## src/rtl/counter_feeder_if.sv

```systemverilog
`default_nettype none
// +--------------------------------------------------------------------+
// | counter_feeder_if : event stream in, en/inc/clr strobes out         |
// | Revision 1.0                                                        |
// +--------------------------------------------------------------------+
interface counter_feeder_if #(
  parameter int WIDTH_P = 4
);
  logic               ev_valid;
  logic [WIDTH_P-1:0] ev_amt;
  logic               ev_ready;
  logic               clr_req;
  logic               en;
  logic [WIDTH_P-1:0] inc;
  logic               clr;

  modport master (
    output ev_valid, ev_amt, clr_req,
    input  ev_ready, en, inc, clr
  );

  modport slave (
    input  ev_valid, ev_amt, clr_req,
    output ev_ready, en, inc, clr
  );
endinterface
`default_nettype wire

```

## src/rtl/counter_feeder.sv

```systemverilog
`default_nettype none
// +--------------------------------------------------------------------+
// | counter_feeder : batches event amounts into paced en/inc/clr pulses |
// | Revision 1.0                                                        |
// +--------------------------------------------------------------------+
module counter_feeder #(
  parameter int WIDTH_P = 4,
  parameter int GAP_P   = 4
) (
  input  logic             clk1,
  input  logic             reset_L,
  counter_feeder_if.slave  bus
);

  localparam int            GW       = $clog2(GAP_P + 1);
  localparam logic [GW-1:0] GAP_LOAD = GW'(GAP_P);

  typedef enum logic [1:0] {
    ST_IDLE  = 2'd0,
    ST_ISSUE = 2'd1,
    ST_GAP   = 2'd2,
    ST_CLEAR = 2'd3
  } state_t;

  state_t             state;
  state_t             state_nxt;
  logic [WIDTH_P-1:0] acc;
  logic [WIDTH_P-1:0] acc_nxt;
  logic [GW-1:0]      gap_cnt;
  logic [GW-1:0]      gap_nxt;
  logic               clr_pend;
  logic               pend_nxt;

  logic [WIDTH_P:0]   sum;
  logic               ready;
  logic               accept;

  // One extra bit catches overflow so the accumulator can never wrap.
  assign sum    = {1'b0, acc} + {1'b0, bus.ev_amt};
  assign ready  = (state != ST_CLEAR) && !sum[WIDTH_P];
  assign accept = bus.ev_valid && ready;

  assign bus.ev_ready = ready;
  assign bus.en       = (state == ST_ISSUE);
  assign bus.inc      = (state == ST_ISSUE) ? acc : '0;
  assign bus.clr      = (state == ST_CLEAR);

  always_comb begin
    state_nxt = state;
    acc_nxt   = acc;
    gap_nxt   = gap_cnt;
    pend_nxt  = clr_pend;
    case (state)
      ST_IDLE: begin
        if (accept) begin
          acc_nxt = sum[WIDTH_P-1:0];
        end
        if (bus.clr_req) begin
          state_nxt = ST_CLEAR;
        end else if (acc != '0) begin
          state_nxt = ST_ISSUE;
        end
      end
      ST_ISSUE: begin
        // The batch leaves on inc; only this cycle's event starts the next one.
        acc_nxt   = accept ? bus.ev_amt : '0;
        if (bus.clr_req) begin
          pend_nxt = 1'b1;
        end
        state_nxt = ST_GAP;
        gap_nxt   = GAP_LOAD;
      end
      ST_GAP: begin
        if (accept) begin
          acc_nxt = sum[WIDTH_P-1:0];
        end
        if (bus.clr_req || clr_pend) begin
          state_nxt = ST_CLEAR;
          pend_nxt  = 1'b0;
        end else begin
          gap_nxt = gap_cnt - 1'b1;
          if (gap_cnt <= GW'(1)) begin
            state_nxt = ST_IDLE;
          end
        end
      end
      ST_CLEAR: begin
        acc_nxt   = '0;
        state_nxt = ST_GAP;
        gap_nxt   = GAP_LOAD;
      end
      default: begin
        state_nxt = ST_IDLE;
      end
    endcase
  end

  always_ff @(posedge clk1) begin
    if (!reset_L) begin
      state    <= ST_IDLE;
      acc      <= '0;
      gap_cnt  <= '0;
      clr_pend <= 1'b0;
    end else begin
      state    <= state_nxt;
      acc      <= acc_nxt;
      gap_cnt  <= gap_nxt;
      clr_pend <= pend_nxt;
    end
  end

endmodule
`default_nettype wire
```

## src/flat_wrapper.sv

```systemverilog
// flat-port wrapper written by rule: the top's interface ports become plain ports
module counter_feeder_flat 
#(
  parameter int WIDTH_P = 4,
  parameter int GAP_P   = 4
)
  (clk1, reset_L, bus_ev_valid, bus_ev_amt, bus_clr_req, bus_ev_ready, bus_en, bus_inc, bus_clr);
  counter_feeder_if #(.WIDTH_P(WIDTH_P)) bus_i ();
  input  logic clk1;
  input  logic reset_L;
  input wire logic [$bits(bus_i.ev_valid)-1:0] bus_ev_valid;
  input wire logic [$bits(bus_i.ev_amt)-1:0] bus_ev_amt;
  input wire logic [$bits(bus_i.clr_req)-1:0] bus_clr_req;
  output wire logic [$bits(bus_i.ev_ready)-1:0] bus_ev_ready;
  output wire logic [$bits(bus_i.en)-1:0] bus_en;
  output wire logic [$bits(bus_i.inc)-1:0] bus_inc;
  output wire logic [$bits(bus_i.clr)-1:0] bus_clr;
  assign bus_i.ev_valid = bus_ev_valid;
  assign bus_i.ev_amt = bus_ev_amt;
  assign bus_i.clr_req = bus_clr_req;
  assign bus_ev_ready = bus_i.ev_ready;
  assign bus_en = bus_i.en;
  assign bus_inc = bus_i.inc;
  assign bus_clr = bus_i.clr;
  counter_feeder #(.WIDTH_P(WIDTH_P), .GAP_P(GAP_P)) u_core (.clk1(clk1), .reset_L(reset_L), .bus(bus_i));
endmodule
```

## config.mk

```make
export PLATFORM = sky130hd
export DESIGN_NAME = counter_feeder_flat
export DESIGN_NICKNAME = d
export VERILOG_FILES = /design/src/rtl/counter_feeder_if.sv /design/src/rtl/counter_feeder.sv /design/src/flat_wrapper.sv
export SDC_FILE = /design/constraint.sdc
export NUM_CORES = 1
export LEC_CHECK = 0
export ABC_AREA = 1
export BUFFER_PORTS_ARGS = -buffer_cell sky130_fd_sc_hd__buf_2
export CAP_MARGIN = 5
export CORE_AREA = 3 3 43 45
export DETAILED_ROUTE_END_ITERATION = 6
export DIE_AREA = 0 0 46 48
export PLACE_DENSITY = 0.81
export SLEW_MARGIN = 15
export SYNTH_ARGS = -nofsm -noshare
export SYNTH_HDL_FRONTEND = slang
export SYNTH_SLANG_ARGS = --single-unit
```

## constraint.sdc

```tcl
create_clock -name clk1 -period 1.59 [get_ports clk1]
set_input_delay 0.0795 -clock clk1 [delete_from_list [all_inputs] [get_ports clk1]]
set_output_delay 0.0795 -clock clk1 [all_outputs]
set_load 0.01 [all_outputs]
```

Word level (Yosys, flattened, before mapping). Cells that the tools add are included.

Register bits: 10. Bits in writable memories: 0. Memory bits (read-only): 0. Word-level logic and storage cells: 44. Output and inout port bits: 7. Latch bits: 0. Input port bits: 8. Memories kept: 0.

Reduce and logical (&&, ||, !) cells: 13. Bitwise gates (word level): 0. Divide/modulo/power cells: 0. Multiplexer cells: 14. $lt $le $gt $ge: 1. $mul: 0. Shifts and indexed selects: 0. Equality and inequality tests: 10. Add/sub/neg operators: 2.

Operator list (number): 4-bit 2-to-1 mux (3); 4-bit case mux with 3 select lines (1); 2-bit 2-to-1 mux (4); 2-bit inequality test (second input constant) (3); 2-bit case mux with 3 select lines (1); 3-bit case mux with 2 select lines (1); 4-bit by 4-bit adder with 5-bit output (1); 2-bit equality test (second input constant) (2); 2-bit by 1-bit inequality test with 1-bit output (second input constant) (2); 2-bit AND reduction (2); 2-bit nonzero test (2); 4-bit nonzero test (1); 2-bit OR reduction (2); 3-bit by 1-bit <= comparator with 1-bit output (second input constant) (1); 3-bit 2-to-1 mux (1); 3-bit by 1-bit inequality test with 1-bit output (second input constant) (1); 3-bit by 2-bit inequality test with 1-bit output (second input constant) (1); 3-bit AND reduction (1); 3-bit by 1-bit subtractor with 3-bit output (second input constant) (1); 2-bit by 1-bit equality test with 1-bit output (second input constant) (1); 1-bit logical AND (2); 2-bit logical NOT (1); 1-bit 2-to-1 mux (2); 1-bit case mux with 2 select lines (1); 2 further kinds (2).

Depth between registers and ports, before layout.
Word-level depth: 6. Depth in mapped cells: 11. Depth with buffers taken out: 11.

Worst setup path before layout. OpenSTA, ideal clock, no wires.

Path kind: reg2reg. Start: reg u_core.acc[0]. End: reg u_core.acc[2]. Setup slack: 0.067 ns. Stages on the path, launching flop included: 12. Data arrival time: 1.451 ns. Setup time: 0.072 ns. Required time: 1.518 ns. Path buffers: 0. Clock period less this slack: 1.523 ns. Cell sequence: dfxtp_1 ha_1 fa_1 nand2_1 nand2_1 nand2_1 nand2_1 inv_2 nand2_4 clkinv_2 nand2_1 a21oi_1.

Longest elaborated chain between the ends: 6. Elaborated cells on any way between the ends: 8. Those cells by class: add/sub: 1; eq/ne: 1; mux: 3; reduce/logical: 3.

Ends and longest elaborated chain: start: declaration (line counter_feeder.sv:27) `logic [WIDTH_P-1:0] acc;`; start signal: assignment (line counter_feeder.sv:106) `acc <= acc_nxt;`; 4-bit by 4-bit adder with 5-bit output * (line counter_feeder.sv:39) `assign sum = {1'b0, acc} + {1'b0, bus.ev_amt};`; 1-bit logical NOT * (line counter_feeder.sv:40) `assign ready = (state != ST_CLEAR) && !sum[WIDTH_P];`; 1-bit logical AND * (line counter_feeder.sv:40); via bus_ev_ready (line flat_wrapper.sv:14) `output wire logic [$bits(bus_i.ev_ready)-1:0] bus_ev_ready;`; 1-bit logical AND * (line counter_feeder.sv:41) `assign accept = bus.ev_valid && ready;`; 4-bit 2-to-1 mux (line counter_feeder.sv:66) `acc_nxt = accept ? bus.ev_amt : '0;`; 4-bit case mux with 3 select lines (line counter_feeder.sv:53) `case (state)`.

Mark *: on every way through the listed nets, which the timed path passes. The rest lies on a longest branch. The select of a mux whose other input is x is not followed. A chain may end at the register's enable or synchronous reset.

Final worst setup path.
Start: reg u_core.acc[0]. End: out bus_ev_ready.

Longest elaborated chain between the ends: 3.

Ends and longest elaborated chain (line): 4-bit by 4-bit adder with 5-bit output (counter_feeder.sv:39); 1-bit logical NOT (counter_feeder.sv:40); 1-bit logical AND (counter_feeder.sv:40); end: declaration (flat_wrapper.sv:14).

Every way passes these cells.

==> flow_metrics.tcl <==
set metrics [dict create \
    status "complete, but fails checks" \
    failed_checks "negative setup slack" \
    clk_path_buf_depth 2 \
    ctsHtreeMaxLevel 1 \
    cts_tree "built" \
    wirelength_microns 1560 \
    max_freq_ghz 0.615 \
    worstPathCellList "ha_4, fa_2, nand2_2, nand2_1, nand2_1, nand2_1, inv_2, buf_6" \
    antenna_left 0 \
    worst-path-buf-inv 2 \
    grt_pass1_vias 611 \
    cts-root-buf "clkbuf_4" \
    slew_headroom 0.781 \
    insertion_delay_ps 270 \
    netlist_top_cells_area "dfxtp_1 (29%), ha_1 (11%), nand2_1 (11%)" \
    io_buffers 14 \
    final.period_utilization 1.02 \
    dieArea_sq_um 2210 \
    core_area_sq_um 1510 \
    start_util 0.461 \
    final_hold_viol_count 0 \
    fin_skew_ps 0.752 \
    critPathCaptureType "output pin" \
    crit_slowest_cell "fa_2" \
    pwr-share-comb 0.386 \
    wl_per_cell_microns 11.7 \
    p_switching_uw 305 \
    yosysTopAreaCell "dfxtp_1" \
    fin_util 0.560 \
    io_pins 15 \
    synth_cells 101 \
    finalSetupViolations 1 \
    cts.sinks 10 \
    grt_pass1_wl_microns 2470 \
    dr.pass1.iters 4 \
    worst-path-stages 8 \
    yosysWarnings 0 \
    cp.arrival_ps 1550 \
    cpLargestDelayFamily "adder cells" \
    place_hpwl_microns 1110 \
    fin_ws_ps -37.0 \
    clock_power_share 0.213 \
    cts_buffers 3 \
    power.density_nw_per_um2 958 \
    synth_area_sq_um 694 \
    yosysUniqueCellTypes 22 \
    swShare 0.377 \
    cp_data_required_time_ps 1510 \
    grt.total_usage 0.161 \
    synthToLayoutAreaGrowth_pct 21.4 \
    grt_max_degree 11 \
    p_int_uw 503 \
    antenna_found_initial 0 \
    vias_per_cell 5.18 \
    synth.net_count 116 \
    netlist.area_leader.share 0.288 \
    num_vias 694 \
    yosysSeqAreaShare 0.288 \
    reg2reg_depth 11 \
    placed_area_sq_um 773 \
    ir_drop_v 0.000440 \
    slew_violations 0 \
    num_antenna_cells 0 \
    drt_iter0_markers 10 \
    drive_gt1_frac 0.305 \
    placed_cells 130 \
    rsz0062_at_grt "yes" \
    final_cell_mix "nand2_1 (19), buf_2 (13), nor2_1 (12), inv_1 (11), nand3_1 (10)" \
    tightest_slew_ps 328 \
    path_max_fanout 3 \
    place_congestion 0.807 \
    die_h_microns 48 \
    final_common_cell "nand2_1" \
    drv_cap 0 \
    min_path_cells 3 \
    overflow 0 \
    slowest_delay_ps 360 \
    startpoint_type "flip-flop" \
    die_width_microns 46 \
    seq_power_share 0.401 \
    drc 0 \
    final_cell_count_no_fill 134 \
    finalInstanceArea_sq_um 843 \
    path_clk_slew_ps 60 \
    final_nets 135 \
    p_leak_uw 0.000389 \
    period_minus_slack_ps 1630 \
    synth-seq-cells 10 \
    hold_class "primary input to flip-flop" \
    synth_area_per_cell_sq_um 6.88 \
    crit_type "flip-flop to output pin" \
    cp_common_cell "nand2_1" \
    rows 14 \
]
-- registers in the layout, indices dropped and copies added, names as in the netlist --
register         count
u_core.state         2
u_core.clr_pend      1
u_core.gap_cnt       3
u_core.acc           4
-- power by group through the flow --
stage / Clock (uW) / Combinational (uW) / Sequential (uW)
after global placement: 0 / 276 / 326
after floorplan: 0 / 226 / 313
after global routing: 189 / 357 / 329
after CTS: 179 / 294 / 324
after detailed placement: 0 / 278 / 327
final: 172 / 312 / 324
-- synth_stat cells --
| cell | number |
|---|---|
| a21oi_1 | 12 |
| a22o_1 | 2 |
| buf_6 | 1 |
| clkinv_1 | 1 |
| clkinv_2 | 1 |
| dfxtp_1 | 10 |
| fa_1 | 1 |
| ha_1 | 6 |
| inv_1 | 11 |
| inv_2 | 3 |
| nand2_1 | 20 |
| nand2_2 | 1 |
| nand2_4 | 1 |
| nand3_1 | 10 |
| nand4_1 | 2 |
| nor2_1 | 12 |
| nor2_2 | 1 |
| nor2_4 | 1 |
| nor3_2 | 1 |
| o21ai_0 | 2 |
| o21ai_1 | 1 |
| or2_2 | 1 |
-- final cells by class --
class | instances | area, sq um
clock buffer | 3 | 22.5
fill | 151 | 663
inverter | 16 | 61.3
multi-input combinational | 74 | 454
sequential | 10 | 201
tap | 16 | 20.0
timing repair buffer | 15 | 83.8
-- kinds of logic (layout without fill, tap and decap cells) --
group | after synthesis | after routing | share of synthesized area
simple gates | 50 | 50 | 0.337
compound gates | 17 | 17 | 0.133
buf+inv | 17 | 34 | 0.104
flops | 10 | 10 | 0.288
fa+ha+maj | 7 | 7 | 0.137
-- path summary, 6_finish.rpt --
| path | slack [ps] | from | endpoint |
|---|---|---|---|
| worst max-delay path | -40 | u_core.acc[0] | bus_ev_ready |
| worst min-delay path | 70 | reset_L | u_core.gap_cnt[0] |
| worst max register to register | 0 | u_core.acc[0] | u_core.acc[0] |
| worst min register to register | 490 | u_core.gap_cnt[1] | u_core.gap_cnt[1] |
-- through the flow --
step / hold WS (ps) / setup slack (ps) / total power [uW] / TNS [ps]
floorplan: 215 / 67.2 / 539 / 0
global placement: 342 / 31.3 / 601 / 0
detailed placement: 347 / -1.80 / 606 / -1.80
CTS: 60.7 / -5.72 / 797 / -5.72
global route: 61.9 / -95.3 / 876 / -255
finish: 67.3 / -37.0 / 808 / -37.0
-- repair_timing --
| item | 4_1_cts | 5_1_grt |
|---|---|---|
| setup buffers | 0 | 1 |
| pin swaps | 0 | 2 |
| cloned | 0 | 0 |
| resized for setup | 6 | 4 |
| hold buffers | 0 | 0 |
| endpoints found under the setup margin | 4 | 5 |
-- metal layers --
metal / GRT usage / share of wire
met1: 0.198 / 0.46
met2: 0.247 / 0.47
met3: 0.0639 / 0.061
met5: 0 / 0
met4: 0.0682 / 0.0083
-- worst min-delay path, delay by kind of cell --
| kind | cells | cell delay (ps) |
|---|---|---|
| buffers and inverters | 1 | 100 |
| AO/OA/AOI/OAI | 1 | 70 |
| AND/OR/NAND/NOR | 1 | 40 |
(Power assumes the default switching activity.)
